===== src/rtl/cam_pkg.sv =====
// Shared types and constants for the OV5640 DVP capture path.
// Holds the capture FSM states, RGB565 field positions and the RGB565->RGB888 expansion.
package cam_pkg;

    typedef enum logic [1:0] {
        S_SYNC = 2'd0,
        S_SKIP = 2'd1,
        S_RUN  = 2'd2
    } cam_state_t;

    localparam int CNT_W = 12;

    localparam int R_MSB = 15;
    localparam int R_LSB = 11;
    localparam int G_MSB = 10;
    localparam int G_LSB = 5;
    localparam int B_MSB = 4;
    localparam int B_LSB = 0;

    // Widen each channel by replicating its MSBs into the new low bits, so full scale stays full scale.
    function automatic logic [23:0] rgb565_to_888(input logic [15:0] p);
        logic [4:0] r5;
        logic [5:0] g6;
        logic [4:0] b5;
        r5 = p[R_MSB:R_LSB];
        g6 = p[G_MSB:G_LSB];
        b5 = p[B_MSB:B_LSB];
        return {r5, r5[4:2], g6, g6[5:4], b5, b5[4:2]};
    endfunction

endpackage


===== src/rtl/cam_byte_packer.sv =====
// Pairs DVP bytes into RGB565 pixels (high byte first) and expands them to RGB888.
// Flags a leftover byte when a line ends on an odd byte count.
module cam_byte_packer
    import cam_pkg::*;
(
    input  logic        I_clk,
    input  logic        I_rst_n,
    input  logic        line_active,
    input  logic [7:0]  byte_in,
    output logic        pix_stb,
    output logic [15:0] pix_data,
    output logic [7:0]  pix_r,
    output logic [7:0]  pix_g,
    output logic [7:0]  pix_b,
    output logic        odd_drop
);

    logic       phase;
    logic [7:0] hi_byte;
    logic [23:0] rgb888;

    always_ff @(posedge I_clk or negedge I_rst_n) begin
        if (!I_rst_n) begin
            phase   <= 1'b0;
            hi_byte <= 8'd0;
        end else if (!line_active) begin
            phase <= 1'b0;
        end else begin
            if (!phase) begin
                hi_byte <= byte_in;
            end
            phase <= ~phase;
        end
    end

    // A phase still set on the first idle cycle means the line ended with an unpaired high byte.
    assign pix_stb  = line_active & phase;
    assign pix_data = {hi_byte, byte_in};
    assign odd_drop = ~line_active & phase;

    assign rgb888 = rgb565_to_888(pix_data);
    assign pix_r  = rgb888[23:16];
    assign pix_g  = rgb888[15:8];
    assign pix_b  = rgb888[7:0];

endmodule


===== src/rtl/ov5640_dvp_capture.sv =====
// OV5640 DVP capture: input registering, settle-frame skipping, pixel/line/frame markers
// and per-frame geometry status for the downstream frame buffer.
module ov5640_dvp_capture
    import cam_pkg::*;
#(
    parameter int H_RES       = 1280,
    parameter int V_RES       = 720,
    parameter int SKIP_FRAMES = 10,
    parameter int VS_POL      = 1
)
(
    input  logic              I_clk,
    input  logic              I_rst_n,
    input  logic              I_vsync,
    input  logic              I_href,
    input  logic [7:0]        I_data,
    input  logic              I_capture_en,
    input  logic              I_err_clr,
    output logic              O_pix_valid,
    output logic [15:0]       O_pix_data,
    output logic [7:0]        O_r,
    output logic [7:0]        O_g,
    output logic [7:0]        O_b,
    output logic              O_sof,
    output logic              O_eol,
    output logic              O_frame_done,
    output logic              O_frame_err,
    output logic              O_err_sticky,
    output logic [CNT_W-1:0]  O_last_width,
    output logic [CNT_W-1:0]  O_last_height,
    output logic [7:0]        O_frame_cnt
);

    localparam logic             VS_LVL  = (VS_POL != 0);
    localparam logic [CNT_W-1:0] H_EXP   = CNT_W'(H_RES);
    localparam logic [CNT_W-1:0] V_EXP   = CNT_W'(V_RES);
    localparam logic [15:0]      SKIP_LAST = 16'(SKIP_FRAMES - 1);

    logic             vs_q;
    logic             hr_q;
    logic [7:0]       d_q;
    logic             vs_act_d;
    logic             hr_en_d;
    logic             vs_act;
    logic             hr_en;
    logic             boundary;
    logic             hr_fall;

    cam_state_t       state;
    cam_state_t       state_nx;
    logic [15:0]      skip_cnt;
    logic             in_run;
    logic             skip_clr;
    logic             skip_inc;

    logic             frame_active;
    logic             capturing;
    logic             frame_end;
    logic             frame_err_nx;
    logic [CNT_W-1:0] pix_cnt;
    logic [CNT_W-1:0] line_cnt;
    logic [CNT_W-1:0] line_w;
    logic             line_err;

    logic             pix_stb;
    logic [15:0]      pix_data;
    logic [7:0]       pix_r;
    logic [7:0]       pix_g;
    logic [7:0]       pix_b;
    logic             odd_drop;

    // vs_q resets to the inactive level so the first cycle after reset never looks like a boundary.
    always_ff @(posedge I_clk or negedge I_rst_n) begin
        if (!I_rst_n) begin
            vs_q     <= ~VS_LVL;
            hr_q     <= 1'b0;
            d_q      <= 8'd0;
            vs_act_d <= 1'b0;
            hr_en_d  <= 1'b0;
        end else begin
            vs_q     <= I_vsync;
            hr_q     <= I_href;
            d_q      <= I_data;
            vs_act_d <= vs_act;
            hr_en_d  <= hr_en;
        end
    end

    assign vs_act   = (vs_q == VS_LVL);
    assign hr_en    = hr_q & ~vs_act;
    assign boundary = vs_act & ~vs_act_d;
    assign hr_fall  = hr_en_d & ~hr_en;

    always_ff @(posedge I_clk or negedge I_rst_n) begin
        if (!I_rst_n) begin
            state <= S_SYNC;
        end else begin
            state <= state_nx;
        end
    end

    always_comb begin
        state_nx = state;
        case (state)
            S_SYNC: if (boundary) state_nx = (SKIP_FRAMES == 0) ? S_RUN : S_SKIP;
            S_SKIP: if (boundary && skip_cnt == SKIP_LAST) state_nx = S_RUN;
            S_RUN:  state_nx = S_RUN;
            default: state_nx = S_SYNC;
        endcase
    end

    always_comb begin
        in_run   = (state == S_RUN);
        skip_clr = (state == S_SYNC);
        skip_inc = (state == S_SKIP) & boundary;
    end

    // frame_active only changes on boundaries seen from S_RUN, so the frame that
    // begins on the entry boundary is still discarded.
    always_ff @(posedge I_clk or negedge I_rst_n) begin
        if (!I_rst_n) begin
            skip_cnt     <= 16'd0;
            frame_active <= 1'b0;
        end else begin
            if (skip_clr) begin
                skip_cnt <= 16'd0;
            end else if (skip_inc) begin
                skip_cnt <= skip_cnt + 16'd1;
            end
            if (in_run && boundary) begin
                frame_active <= I_capture_en;
            end
        end
    end

    assign capturing    = in_run & frame_active;
    assign frame_end    = boundary & capturing & (line_cnt != '0);
    assign frame_err_nx = line_err | (line_cnt != V_EXP);

    cam_byte_packer u_packer (
        .I_clk       (I_clk),
        .I_rst_n     (I_rst_n),
        .line_active (hr_en),
        .byte_in     (d_q),
        .pix_stb     (pix_stb),
        .pix_data    (pix_data),
        .pix_r       (pix_r),
        .pix_g       (pix_g),
        .pix_b       (pix_b),
        .odd_drop    (odd_drop)
    );

    always_ff @(posedge I_clk or negedge I_rst_n) begin
        if (!I_rst_n) begin
            pix_cnt  <= '0;
            line_cnt <= '0;
            line_w   <= '0;
            line_err <= 1'b0;
        end else if (boundary) begin
            pix_cnt  <= '0;
            line_cnt <= '0;
            line_w   <= '0;
            line_err <= 1'b0;
        end else if (capturing) begin
            if (pix_stb && pix_cnt != '1) begin
                pix_cnt <= pix_cnt + 1'b1;
            end
            if (hr_fall) begin
                pix_cnt <= '0;
                line_w  <= pix_cnt;
                if (line_cnt != '1) begin
                    line_cnt <= line_cnt + 1'b1;
                end
                if (pix_cnt != H_EXP || odd_drop) begin
                    line_err <= 1'b1;
                end
            end
        end
    end

    // A new frame error takes priority over a simultaneous clear of the sticky flag.
    always_ff @(posedge I_clk or negedge I_rst_n) begin
        if (!I_rst_n) begin
            O_pix_valid   <= 1'b0;
            O_pix_data    <= 16'd0;
            O_r           <= 8'd0;
            O_g           <= 8'd0;
            O_b           <= 8'd0;
            O_sof         <= 1'b0;
            O_eol         <= 1'b0;
            O_frame_done  <= 1'b0;
            O_frame_err   <= 1'b0;
            O_err_sticky  <= 1'b0;
            O_last_width  <= '0;
            O_last_height <= '0;
            O_frame_cnt   <= 8'd0;
        end else begin
            O_pix_valid  <= capturing & pix_stb;
            O_sof        <= capturing & pix_stb & (pix_cnt == '0) & (line_cnt == '0);
            O_eol        <= capturing & hr_fall & (pix_cnt != '0);
            O_frame_done <= frame_end;
            if (capturing && pix_stb) begin
                O_pix_data <= pix_data;
                O_r        <= pix_r;
                O_g        <= pix_g;
                O_b        <= pix_b;
            end
            if (frame_end) begin
                O_last_width  <= line_w;
                O_last_height <= line_cnt;
                O_frame_err   <= frame_err_nx;
                O_frame_cnt   <= O_frame_cnt + 8'd1;
            end
            if (frame_end && frame_err_nx) begin
                O_err_sticky <= 1'b1;
            end else if (I_err_clr) begin
                O_err_sticky <= 1'b0;
            end
        end
    end

endmodule


===== config.mk =====
export PLATFORM = sky130hd
export DESIGN_NAME = ov5640_dvp_capture
export DESIGN_NICKNAME = d
export VERILOG_FILES = /design/src/rtl/cam_pkg.sv /design/src/rtl/cam_byte_packer.sv /design/src/rtl/ov5640_dvp_capture.sv
export SDC_FILE = /design/constraint.sdc
export NUM_CORES = 1
export LEC_CHECK = 0
export ABC_AREA = 1
export BUFFER_PORTS_ARGS = -buffer_cell sky130_fd_sc_hd__buf_4
export CAP_MARGIN = 10
export CORE_MARGIN = 4
export CORE_UTILIZATION = 55
export DETAILED_ROUTE_END_ITERATION = 16
export PLACE_DENSITY = 0.77
export SLEW_MARGIN = 20
export SYNTH_ARGS = -nofsm -noshare
export SYNTH_HDL_FRONTEND = slang
export SYNTH_SLANG_ARGS = --single-unit
export TNS_END_PERCENT = 100

===== constraint.sdc =====
create_clock -name I_clk -period 4.05 [get_ports I_clk]
set_input_delay 0.405 -clock I_clk [delete_from_list [all_inputs] [get_ports I_clk]]
set_output_delay 0.405 -clock I_clk [all_outputs]
set_load 0.005 [all_outputs]

# [After elaboration in Yosys (flattened, before gate mapping)]
# Cells that the tools add are included.
[totals] elab_cells=106 latch_bits=0 mem_bits_ro=0 inputBits=14 reg_bits=155 mem_count=0 ram_bits=0
[op_classes] multipliers=0 magnitude_cmp=0 n_div=0 n_reduce_logical=24 n_shift=0 addsub=4 bitwise=19 mux=23 n_eq_ne=9
[ops] cell="2-to-1 mux 12 bit" n=11
[ops] cell="2-to-1 mux 16 bit" n=2
[ops] cell="adder 12 x 1 -> 12 bit, second input constant" n=2
[ops] cell="logical NOT 12 bit" n=2
[ops] cell="inequality test 12 bit, second input constant" n=2
[ops] cell="nonzero test 12 bit" n=2
[ops] cell="adder 16 x 1 -> 16 bit, second input constant" n=1
[ops] cell="== test 16 x 4 -> 1 bit, second input constant" n=1
[ops] cell="AND 1 bit" n=14
[ops] cell="inequality test 12 x 10 -> 1 bit, second input constant" n=1
[ops] cell="inequality test 12 x 11 -> 1 bit, second input constant" n=1
[ops] cell="nonzero test 2 bit" n=6
[ops] cell="adder 8 x 1 -> 8 bit, second input constant" n=1
[ops] cell="AND reduction 2 bit" n=4
[ops] cell="2-to-1 mux 1 bit" n=7
[ops] cell="one-hot mux 2 bit (3 select lines)" n=1
[ops] cell="AND reduction 3 bit" n=2
[ops] cell="logical AND 1 bit" n=5
[ops] cell="2-to-1 mux 2 bit" n=2
[ops] cell="inequality test 2 bit, second input constant" n=2
[ops] cell="NOT 1 bit" n=4
[ops] cell="nonzero test 3 bit" n=1
[ops] cell="== test 2 x 1 -> 1 bit, second input constant" n=1
[ops] cell="== test 2 bit, second input constant" n=1
[ops] cell="3 further kinds" n=3

# [Logic depth before layout (Yosys ltp)]
# Gate-level depths: netlist (run 1).
[logic_depth] ltp_word=9 ltp_mapped=10 ltp_nobuf=10

# [Modules after synthesis]
# From an unflattened synthesis (run 1), not the netlist that was laid out.
[unflattened] hier_cells=860 hier_area_um2=7088.0
[modules_own_cells] mod="ov5640_dvp_capture" instances=1 seq_area_each_um2=3653.5 area_per_inst_um2=6490.0 cells_each=788
[modules_own_cells] mod="cam_byte_packer" instances=1 seq_area_each_um2=225.2 area_per_inst_um2=598.1 cells_each=72

# [Least setup slack after synthesis (run 1)]
# Ideal clock, no wire load.
[synth_path] path_kind="reg-to-reg" startpoint="reg state[0]" endpoint="reg O_pix_data[11]" required_time_ns=3.925 stages_incl_launch_ff=7 synth_period_minus_slack_ns=1.708 slack_ns=2.342 arrival_ns=1.583 setup_time_ns=0.125 n_path_buf=1 path_cell_list="dfrtp_1 inv_1 ha_1 nand2_2 nor3_4 buf_6 mux2_2"
[synth_via] elab_chain_len=3
[synth_lines] element="start, declared" line_no="ov5640_dvp_capture.sv:49" source="cam_state_t state;"
[synth_lines] element="start signal, assigned" line_no="ov5640_dvp_capture.sv:98" source="state <= state_nx;"
[synth_lines] element="== test 2 bit" line_no="ov5640_dvp_capture.sv:113" source="in_run = (state == S_RUN);"
[synth_lines] element="AND 1 bit" line_no="ov5640_dvp_capture.sv:136" source="assign capturing = in_run & frame_active;"
[synth_lines] element="logical AND 1 bit" line_no="ov5640_dvp_capture.sv:202" source="if (capturing && pix_stb) begin"
[synth_lines] element="end signal, assigned" line_no="ov5640_dvp_capture.sv:203" source="O_pix_data <= pix_data;"
[synth_lines] element="end, declared" line_no="ov5640_dvp_capture.sv:20" source="output logic [15:0] O_pix_data,"
# No other way between the ends.
# A chain may end at the register's enable or synchronous reset.

# [Worst setup path after layout (run 1)]
[layout_path] startpoint="reg state[0]" endpoint="reg pix_cnt[9]"
[layout_via] elab_chain_len=4
[layout_lines] element="== test 2 bit" line_no="ov5640_dvp_capture.sv:113"
[layout_lines] element="AND 1 bit" line_no="ov5640_dvp_capture.sv:136"
[layout_lines] element="nonzero test 2 bit (no line)"
[layout_lines] element="AND reduction 2 bit (no line)"
[layout_lines] element="end signal, assigned" line_no="ov5640_dvp_capture.sv:166" source="pix_cnt <= pix_cnt + 1'b1;"
[layout_lines] element="end, declared" line_no="ov5640_dvp_capture.sv:60" source="logic [CNT_W-1:0] pix_cnt;"
# No other way between the ends.

==> metrics, run 1 <==
Final Non-Filler Cells=956; M1 GR Usage=0.284; Relative slew margins=0.285; htree depth=4; YS warnings=0; pin count of the biggest net entering global routing=74; global-route wire length before repair=22500 µm; Routed WL=13100 µm; Clock Path Buffers=2; drc violations=0; CORE AREA=10900 µm²; Post-synth EDFFs=0; Hold WC Path Type=in2async; Max IR drop VDD=0.000329 V; Final Hold Viols=0; total gr overflow=0; minimum clock period=2230 ps; count leader, synth=nand2_1; Clk pwr share=0.409; Antenna diodes=0; total power=3.64 mW; Worst Tran Pin Value=1070 ps; endpoints failing setup=0; Routed Antenna Nets=0; Static Leak=3.79 nW; cell total after placement=916; Sw Ratio=0.266; setup tns final=0 ps; TritonCTS clock tree=built; fmax=449 MHz; Reg clk slew, reported paths=60 ps; met2 Use GR=0.338; die width=114 µm; drt first pass iters=5; most frequent cells after synthesis=nand2_1, dfrtp_1, inv_1; Via Count=4944; Slew Limit Fails=0; CTS sink count=131; total nets after synthesis=744; initial antenna violation count=0; RD Place Congestion=0.899; First DRT Iteration DRCs=347; synthesized area=6160 µm²; Comb power frac=0.175; die area=13000 µm²; post-CTS setup buffers=0; power density cells=489 nW/µm²; DP Wirelength=8930 µm; post-synth cell types=33; Starting Density=0.566; P_sw=0.966 mW; largest cells by area after synthesis=dfrtp_1, nand2_1, inv_1; Internal=2.67 mW; Seq/Total Area, Yosys=0.532; hold_buf cts=10; ys async rst share=1.00; Synth top area share=0.532; Reg power frac=0.416; max_cap viols=0; Final WS setup=1820 ps; total track usage=0.215; final core utilization=0.683; layout cells sized above 1=0.183; Chip Height=114 µm; number of gates resized after CTS=0; largest area contributor in the netlist=dfrtp_1; Place WS=1820 ps; row count=38; WL per Instance=13.7 µm; outcome=complete, no violations; Worst setup EP type=register; total CTS buffers=17; Clock Skew=8.00 ps; synthesized area per cell=8.56 µm²; period utilization=0.550; Synth Instances=720; crit path launch type=register; I/O pin count=92; FF-to-FF path depth=7; fin nets=829; kind of critical path=reg2reg; Syn-to-layout area delta=20.6%; required time of the critical path=4440 ps; GR Layer Usage met3=0.0546; most used routing layer=met2; Skew-Pair Late Insertion Delay=520 ps; post-synthesis register bit count=131; Post-synth top flop=dfrtp_1; Worst Path Max Fanout=26; vias in the first global route=4911; Root Buffer=clkbuf_8; Fillers=854; vias per inst=5.17; Port Buf Inserts=91; arrival time of the worst setup path=2620 ps; unrepaired setup endpoints after global routing=false
==> sequential cells by signal, summed over array words and instances, names as in the netlist, 2 cells and up <==
signal / count
O_frame_cnt: 8
O_last_height: 12
O_last_width: 12
O_pix_data: 15
d_q: 8
line_cnt: 12
line_w: 12
pix_cnt: 12
skip_cnt: 16
state: 2
u_packer.hi_byte: 8
==> power groups by stage <==
stage	sequential [mW]	combinational, mW	clock (mW)
after floorplan	1.52	0.413	0
after global placement	1.53	0.617	0
after detailed placement	1.53	0.633	0
after CTS	1.51	0.647	1.51
after global routing	1.53	0.712	1.58
final	1.51	0.638	1.49
==> cell families (layout without fill, tap and decap cells) <==
logic type | count (synthesis) | after routing | synth area share
adder cells (fa/ha/maj) | 10 | 10 | 0.0203
XOR/XNOR | 9 | 9 | 0.0128
AO/OA/AOI/OAI | 85 | 85 | 0.0694
buffers and inverters | 115 | 211 | 0.0930
multiplexers | 10 | 10 | 0.0183
AND/OR/NAND/NOR | 360 | 360 | 0.254
flip-flops | 131 | 131 | 0.532
==> placed cells by master (no fill, tap or decap), drive strengths merged, types with 5 or more instances in the layout <==
master / n
mux2: 10
a21oi: 20
xor2: 5
nand4: 9
nand3: 38
clkbuf: 20
dlygate4sd3: 10
o21ai: 63
nor2: 71
nand2: 223
dfrtp: 131
ha: 10
inv: 77
nor3: 11
buf: 94
==> through the flow <==
step / area, µm² / hold slack [ps]
finish: 7430 / 0.432
CTS: 7430 / 56.9
global route: 7430 / 83.5
detailed placement: 6760 / 440
global placement: 6760 / 441
floorplan: 6160 / 109
==> final cells by class <==
cell class / instances / area, µm² / area share
clock buffer: 20 / 435 / 0.0586
inverter: 77 / 292 / 0.0392
sequential: 131 / 3280 / 0.441
multi-input combinational: 474 / 2310 / 0.311
tap: 140 / 175 / 0.0236
clock inverter: 10 / 135 / 0.0182
timing repair buffer: 104 / 806 / 0.108
==> worst max-delay path, stage by stage (launching register included) <==
cell and delay (ps):
dfrtp_1 400, inv_1 90, ha_1 180, nand2_2 110, nor3_4 880, nand2_4 140
nand2_4 190, o21ai_0 110
==> layer usage <==
layer  wire, µm  up-vias
li1           -     2430
met1       5850     2324
met2       6230      166
met3        802       24
met4        257        0
met5          0        -
==> worst paths after layout <==
| path | start | to | slack [ps] |
|---|---|---|---|
| worst min register to register | u_packer.phase | u_packer.phase | 450 |
| worst max register to register | state[0] | pix_cnt[9] | 1820 |
| worst max-delay path | state[0] | pix_cnt[9] | 1820 |
| min in group I_clk | I_err_clr | O_err_sticky | 80 |
| worst min-delay path | I_rst_n | O_last_height[3] | 0.4 |
| max in group asynchronous | I_rst_n | O_pix_data[2] | 3070 |
(Power assumes the default switching activity.)
==> run 2, diff against run 1 <==
Clock period 4.05 ns to 2.1 ns, I/O delays scaled along.
==> run 2 against run 1 <==
Effect of this change: sequential power increased by 94%; clock-buffer cell count decreased by 2; register-to-register slack got worse by 1600 ps; routed wire length increased by 1.8%; fmax increased by 16%; highest routed layer unchanged.
==> metrics, run 2 (same netlist as run 1, synthesis figures left out) <==
Max IR drop VDD=0.000664 V (+100%); Comb power frac=0.176 (about the same); CTS sink count=131 (unchanged); Starting Density=0.566 (unchanged); max_cap viols=0 (unchanged); Slew Limit Fails=0 (unchanged); global-route wire length before repair=23300 µm (+3.6%); Fillers=836 (-2.1%); Clk pwr share=0.419 (+0.010); pin count of the biggest net entering global routing=47 (-36%); Clock Path Buffers=2 (unchanged); P_sw=1.90 mW (+96%); RD Place Congestion=0.893 (-0.66%); FF-to-FF path depth=9 (+2); Clock Skew=5.49 ps (-2.51 ps); total gr overflow=0 (unchanged); Routed Antenna Nets=0 (unchanged); drc violations=0 (unchanged); Syn-to-layout area delta=23.1%; Sw Ratio=0.263 (-0.00264); Worst Path Max Fanout=9 (-65%); vias in the first global route=4973 (+1.3%); Reg power frac=0.406 (-0.010); Hold WC Path Type=in2async; CORE AREA=10900 µm² (unchanged); Worst Tran Pin Value=588 ps (-481 ps); minimum clock period=1920 ps (-304 ps); fin nets=836 (+0.84%); Chip Height=114 µm (unchanged); row count=38 (unchanged); arrival time of the worst setup path=2330 ps (-290 ps); Regs by FF count=skip_cnt x16, O_pix_data x15; total CTS buffers=17 (unchanged); reg-to-reg startpoint=state[0]; die width=114 µm (unchanged); outcome=complete, no violations; Reg clk slew, reported paths=60 ps (about the same); TritonCTS clock tree=built; WL per Instance=13.9 µm (+0.82%); Via Count=5045 (+2.0%); die area=13000 µm² (unchanged); Port Buf Inserts=91 (unchanged); unrepaired setup endpoints after global routing=false; crit path launch type=register; Internal=5.31 mW (+99%); Final WS setup=178 ps (-1650 ps); Root Buffer=clkbuf_8; Skew-Pair Late Insertion Delay=520 ps (about the same); Final Hold Viols=0 (unchanged); DP Wirelength=9230 µm (+3.3%); fmax=520 MHz (+16%); Static Leak=3.86 nW (+1.9%); Largest register FFs=16 (unchanged); htree depth=4 (unchanged); largest register by flop count=skip_cnt; most frequent cells in the layout=nand2_1, dfrtp_1, buf_4; layout cells sized above 1=0.190 (+0.00770); Antenna diodes=0 (unchanged); power density cells=950 nW/µm² (+94%); setup tns final=0 ps (unchanged); required time of the critical path=2510 ps (-1930 ps); Relative slew margins=0.605 (+0.320); initial antenna violation count=0 (unchanged); kind of critical path=reg2reg; Worst R2R Setup Slack=180 ps (-1650 ps); most common cell after layout, fill and taps aside=nand2_1; vias per inst=5.23 (+1.1%); endpoints failing setup=0 (unchanged); period utilization=0.915 (+0.366); reg2reg end=skip_cnt[10]; drt first pass iters=5 (unchanged); Worst setup EP type=register; Routed WL=13400 µm (+1.8%); First DRT Iteration DRCs=381 (+9.8%); I/O pin count=92 (unchanged); total track usage=0.223 (+0.00858); Place WS=254 ps (-1570 ps)
## run 2: changes by cell type in the layout (fill, tap and decap cells not counted)
cell           previous run  this run
clkinvlp_4                4         5
clkbuf_1                  2         0
buf_12                    0         4
clkinv_4                  0         1
dlygate4sd3_1            10        13
clkinv_2                  3         4
bufinv_16                 3         4
## run 2: how the worst max path moves through the flow
| stage | from | slack, ps | cells after the start | to |
|---|---|---|---|---|
| after detailed placement | state[0] | 250 | 9 | skip_cnt[10] |
| after global placement | state[0] | 380 | 9 | skip_cnt[10] |
| after global routing | state[0] | 40 | 9 | skip_cnt[10] |
| final | state[0] | 180 | 9 | skip_cnt[10] |
| after floorplan | state[0] | 390 | 6 | O_pix_data[11] |
| after CTS | state[0] | 200 | 9 | skip_cnt[10] |
## run 2: per-stage QoR
stage | power [mW] | hold slack (ps) | area (µm²) | std cells | util
after floorplan | 3.72 | -85.6 | 6160 | 720 | -
after global placement | 4.15 | 199 | 6840 | 920 | 0.628
after detailed placement | 4.20 | 207 | 6840 | 920 | 0.628
after CTS | 7.26 | 193 | 7590 | 965 | 0.697
after global routing | 7.54 | 229 | 7590 | 965 | 0.697
final | 7.21 | 193 | 7590 | 965 | 0.697
## run 2: power by group through the flow
stage,registers [mW],logic (mW),clock network [mW]
floorplan,2.93,0.796,0
global placement,2.94,1.21,0
detailed placement,2.95,1.25,0
CTS,2.92,1.28,3.07
global route,2.95,1.40,3.19
finish,2.93,1.27,3.02
## run 2: area by class of cell
class                   instances  area, µm²  area share
flip-flops and latches        131       3280       0.432
well taps                     140        175      0.0231
repair buffers                111        916       0.121
clock inverters                14        186      0.0246
multi-input cells             474       2310       0.305
inverters                      77        292      0.0384
clock buffers                  18        428      0.0564
## run 2: repair_timing
action / 4_1_cts / 5_1_grt
hold buffers: 13 / 0
buffers inserted: 0 / 0
endpoints found under the setup margin: 0 / 0
gates resized for setup: 0 / 0
endpoints found under the hold margin: 42 / 0
## run 2: metal layers
metal	vias to the layer above	share of wire	global-route usage
li1	2452	-	-
met1	2402	0.44	0.299
met5	-	0	0
met3	22	0.064	0.0536
met4	0	0.019	0.0823
met2	169	0.48	0.357
## run 2: critical path, stage by stage, from the launching register on
cell     delay [ps]
dfrtp_1         410
inv_1           100
ha_1            320
inv_1           170
nand2_1         270
nand2_1         150
nor2_1          170
a21oi_1         110
nand2_1          80
inv_1            40
